### config.mk
export PLATFORM = sky130hd
export DESIGN_NAME = cdb_arbiter
export DESIGN_NICKNAME = d
export VERILOG_FILES = /design/src/rtl/cdb_arbiter.sv
export SDC_FILE = /design/constraint.sdc
export NUM_CORES = 1
export LEC_CHECK = 0
export ABC_AREA = 1
export BUFFER_PORTS_ARGS = -buffer_cell sky130_fd_sc_hd__buf_2
export CAP_MARGIN = 40
export CORE_ASPECT_RATIO = 0.9
export CORE_MARGIN = 2
export CORE_UTILIZATION = 47
export DETAILED_ROUTE_END_ITERATION = 8
export PLACE_DENSITY_LB_ADDON = 0.25
export SYNTH_ARGS = -nofsm -noshare
export SYNTH_HDL_FRONTEND = slang
export SYNTH_SLANG_ARGS = --single-unit
### constraint.sdc
create_clock -name clk -period 1.8 [get_ports clk]
set_input_delay 0.18 -clock clk [delete_from_list [all_inputs] [get_ports clk]]
set_output_delay 0.18 -clock clk [all_outputs]
set_load 0.1 [all_outputs]
### src/rtl/cdb_arbiter.sv
// Round-robin arbiter onto a single registered CDB; 1-cycle latency (grant in N, broadcast in N+1).
// Backpressure: the CDB never stalls; losing requesters see req_ready=0 and hold their payload.
module cdb_arbiter #(
    parameter int NUM_REQ = 2,
    parameter int ROB_IDX = 5,
    parameter int PRF_IDX = 6,
    parameter int ARF_IDX = 5,
    localparam int SRC_W  = $clog2(NUM_REQ)
) (
    input  logic                       clk,
    input  logic                       rst,
    input  logic                       flush,
    input  logic [NUM_REQ-1:0]         req_valid,
    output logic [NUM_REQ-1:0]         req_ready,
    input  logic [NUM_REQ*ROB_IDX-1:0] req_rob_id,
    input  logic [NUM_REQ*ARF_IDX-1:0] req_rd_arch,
    input  logic [NUM_REQ*PRF_IDX-1:0] req_rd_phy,
    input  logic [NUM_REQ*32-1:0]      req_rd_value,
    output logic                       cdb_valid,
    output logic [ROB_IDX-1:0]         cdb_rob_id,
    output logic [ARF_IDX-1:0]         cdb_rd_arch,
    output logic [PRF_IDX-1:0]         cdb_rd_phy,
    output logic [31:0]                cdb_rd_value,
    output logic [SRC_W-1:0]           cdb_src,
    output logic [31:0]                perf_conflict_cnt
);

    typedef struct packed {
        logic [ROB_IDX-1:0] rob_id;
        logic [ARF_IDX-1:0] rd_arch;
        logic [PRF_IDX-1:0] rd_phy;
        logic [31:0]        rd_value;
    } pkt_t;

    logic [SRC_W-1:0] rr_ptr;
    logic [SRC_W-1:0] winner;
    logic [SRC_W-1:0] idx;
    logic             win_any;
    logic             hs;
    pkt_t             win_pkt;
    pkt_t             cdb_q;
    logic [SRC_W-1:0] src_q;

    // First valid requester scanning upward from rr_ptr with wrap.
    always_comb begin
        winner  = '0;
        win_any = 1'b0;
        idx     = '0;
        for (int k = 0; k < NUM_REQ; k++) begin
            idx = SRC_W'((int'(rr_ptr) + k) % NUM_REQ);
            if (!win_any && req_valid[idx]) begin
                win_any = 1'b1;
                winner  = idx;
            end
        end
    end

    // Grant depends only on valid, rr_ptr, flush and rst, never on payload.
    assign hs        = win_any & ~flush & ~rst;
    assign req_ready = hs ? (NUM_REQ'(1) << winner) : '0;

    always_comb begin
        win_pkt          = '0;
        win_pkt.rob_id   = req_rob_id[int'(winner)*ROB_IDX +: ROB_IDX];
        win_pkt.rd_arch  = req_rd_arch[int'(winner)*ARF_IDX +: ARF_IDX];
        win_pkt.rd_phy   = req_rd_phy[int'(winner)*PRF_IDX +: PRF_IDX];
        win_pkt.rd_value = req_rd_value[int'(winner)*32 +: 32];
    end

    always_ff @(posedge clk) begin
        if (rst) begin
            rr_ptr            <= '0;
            cdb_valid         <= 1'b0;
            cdb_q             <= '0;
            src_q             <= '0;
            perf_conflict_cnt <= '0;
        end else begin
            cdb_valid <= hs;
            if (hs) begin
                cdb_q  <= win_pkt;
                src_q  <= winner;
                rr_ptr <= (int'(winner) == NUM_REQ - 1) ? '0 : winner + 1'b1;
            end
            if (!flush && ($countones(req_valid) >= 2) && (perf_conflict_cnt != '1))
                perf_conflict_cnt <= perf_conflict_cnt + 32'd1;
        end
    end

    assign cdb_rob_id   = cdb_q.rob_id;
    assign cdb_rd_arch  = cdb_q.rd_arch;
    assign cdb_rd_phy   = cdb_q.rd_phy;
    assign cdb_rd_value = cdb_q.rd_value;
    assign cdb_src      = src_q;

endmodule

==> metrics.cfg <==
[run_status]
status = finished clean

[clock_network]
cts_tree = yes
clk_latency_ns = 0.35
cts_buffers = 9
cts.sinks = 83
clockRootBuffer = clkbuf_8
cts_max_level = 3
clk_pin_slew_ns = 0.09
cts_max_path_buffers = 2

[die]
ios = 185
die_w_um = 103
fp.dieH_um = 93.0
dieArea_um2 = 9560
rows = 32
coreArea_um2 = 8570
initial_core_util_pct = 48.2

[grt]
grt_usage_pct = 27.0
grt_pass1_wl_mm = 20.8
grt_max_degree = 60
grt_pass1_vias = 4518
antenna_found_initial = 1
overflow = 0

[sta]
slew_violations = 0
fin_tns_setup_ns = 0
max_slew_margin_pct = 55.1
final-setup-viol-count = 0
post-route-period-util_pct = 95.0
layout_min_cycle_time_ns = 1.71
rsz0062_at_grt = false
skew_ns = 0.0123
hold_viol_final = 0
worstMarginPinSlew_ns = 0.673
setup_ws_ns = 0.0895
max_freq_mhz = 585

[min_path]
hold_depth = 3
min_path_type = in2reg

[setup_path]
r2r_cells = 11
required_ns = 1.62
cp.depth = 5
slowest_delay_ns = 0.32
crit_chain = inv_1 -> a21oi_2 -> and3_4 -> buf_8 -> buf_12
worstSetupStartpoint = rr_ptr
crit_arrival_ns = 1.53
cp_top_family = buffers and inverters
crit_fanout = 19
setup.worst_path.end = req_ready[1]
r2r-end = perf_conflict_cnt[19]
crit_path_end_kind = output port
r2r_slack_ns = 0.17
critPathKind = reg2out
crit_slowest_cell = dfxtp_1
start_kind = register
crit_buf_inv = 3
r2r_start = perf_conflict_cnt[0]

[power]
power_density_nw_per_um2 = 798
leakage_nw = 2.43
irDropWorstVdd_mv = 0.592

[yosys]
synth_cell_types = 33
ys_ff_latch = 83
synthCells = 612
avgSynthCellArea_um2 = 6.75
seq_area_frac_synth_pct = 40.2
synth.net_count = 714
ys_warn_count = 0
syn-cell-area_um2 = 4130

[cells_and_area]
area_delta_synth_final_pct = 34.0
fin_nets = 894
final_layout_size_suffix_gt1_share_pct = 34.9
fillCellCount = 814
stdcell_area_um2 = 5540

[route]
wl_met2_mm = 6.17
drt-pass1-iter-count = 5
dr_wl_met3_um = 851
post_drt_wl_per_cell_um = 13.5
ant_nets = 0
wl_met1_mm = 5.14
drt_wl_total_mm = 12.4
vias = 4697
top_layer_used = met4
drtIter0Drc = 217
vias_per_cell = 5.12
drcViolationCount = 0

[place]
dp_hpwl_mm = 9.38
placed_cell_area_um2 = 5290
dp_slack_ns = 0.174
io_buffers = 184
routabilityCongestion = 0.893

[flow_run]
drv_cap = 0

==> worst min-delay path by stage <==
stage	from	endpoint	slack (ns)
2_1_floorplan	req_rd_arch[7]	cdb_rd_arch[2]	0.33
3_3_place_gp	req_rob_id[6]	cdb_rob_id[1]	0.44
3_5_place_dp	req_rd_phy[10]	cdb_rd_phy[4]	0.44
4_1_cts	req_rd_value[58]	cdb_rd_value[26]	0.06
5_1_grt	req_rob_id[9]	cdb_rob_id[4]	0.07
6_report	req_rd_value[58]	cdb_rd_value[26]	0.08
==> kinds of logic after synthesis <==
kind of cell / Yosys count / synth area share (%)
flip-flops: 83 / 40.2
adder cells (fa/ha/maj): 1 / 0.303
AND/OR/NAND/NOR: 375 / 39.8
buffers and inverters: 71 / 7.51
AO/OA/AOI/OAI: 78 / 11.4
XOR/XNOR: 4 / 0.848
==> tightest hold or removal path, delay by kind of cell <==
kind                   cells  cell delay (ns)
AOI/OAI and AO/OA          1             0.06
and+or+nand+nor            1             0.05
buffers and inverters      1             0.09
==> flip-flops by register name, summed over array words and instances, names as in the netlist <==
signal and cells:
cdb_valid 1, cdb_src 1, rr_ptr 1, perf_conflict_cnt 32
cdb_rd_value 32, cdb_rob_id 5, cdb_rd_arch 5, cdb_rd_phy 6
==> routing by layer <==
| layer | global-route usage (%) | vias up |
|---|---|---|
| met5 | 0 | - |
| met2 | 45.8 | 174 |
| met4 | 9.21 | 0 |
| li1 | - | 2350 |
| met3 | 6.26 | 21 |
| met1 | 33.3 | 2152 |
==> power breakdown <==
group / leakage (nW) / switching [mW] / internal (mW) / total (mW)
registers: 0.693 / 0.0406 / 1.90 / 1.94
logic: 1.63 / 0.739 / 0.210 / 0.948
clock network: 0.110 / 0.707 / 0.829 / 1.54
==> through the flow <==
step                      cells  hold slack (ns)  power (mW)  utilization, %
after detailed placement    900            0.441        2.93            61.7
after global routing        917           0.0691        4.59            64.6
after CTS                   916           0.0635        4.46            64.4
after global placement      900            0.438        2.91            61.7
final                       917           0.0778        4.42            64.6
after floorplan             612            0.328        2.68               -
==> cells in the final DEF (no fill, tap or decap), drive strengths merged <==
master	count
nand4	18
xor2	3
diode	1
nand3	25
a22oi	5
clkinvlp	1
and2	1
a211oi	1
dfxtp	83
clkbuf	11
a31oi	49
ha	1
nor2b	1
a21oi	19
and3	1
nand3b	5
clkinv	5
buf	198
nor2	82
nor3	3
inv	39
o21ai	4
bufinv	2
xnor2	1
nand2	239
==> what timing repair did <==
action | CTS | global route
resized for setup | 2 | 3
hold buffers | 0 | 0
setup buffers | 0 | 0
pin swaps | 0 | 1
setup endpoints to repair | 1 | 3
==> synth_stat cells <==
library cell / number / area (µm²)
nand2_1: 231 / 867
dfxtp_1: 83 / 1660
nor2_1: 68 / 255
a31oi_1: 49 / 307
inv_1: 33 / 124
nand3_1: 25 / 125
a21oi_1: 19 / 95.1
nand4_1: 18 / 113
buf_2: 11 / 55.1
clkbuf_1: 10 / 37.5
nor2_4: 9 / 101
a22oi_1: 5 / 37.5
inv_2: 5 / 18.8
nor2_2: 5 / 31.3
buf_1: 4 / 15.0
buf_6: 4 / 45.0
clkinv_1: 4 / 15.0
nand2_2: 4 / 25.0
nand2_4: 4 / 45.0
nand3b_1: 4 / 30.0
xor2_1: 3 / 26.3
nor3_1: 2 / 10.0
o21ai_0: 2 / 10.0
a211oi_1: 1 / 7.51
and2_1: 1 / 6.26
and3_1: 1 / 6.26
ha_1: 1 / 12.5
nand3b_2: 1 / 11.3
nor2b_1: 1 / 6.26
nor3_2: 1 / 10.0
o21ai_1: 1 / 5.00
o21ai_2: 1 / 8.76
xnor2_1: 1 / 8.76
==> cell type report <==
cell class                 count  area (µm²)  share of cell area [%]
multi-input combinational    458        2200                    39.6
timing repair buffer         198        1090                    19.7
sequential                    83        1720                    31.0
clock buffer                  11         141                    2.55
clock inverter                 5        85.1                    1.54
tap                          119         149                    2.69
antenna                        1        2.50                  0.0452
inverter                      42         158                    2.85
Note: power is estimated with default switching activity, not from simulation.
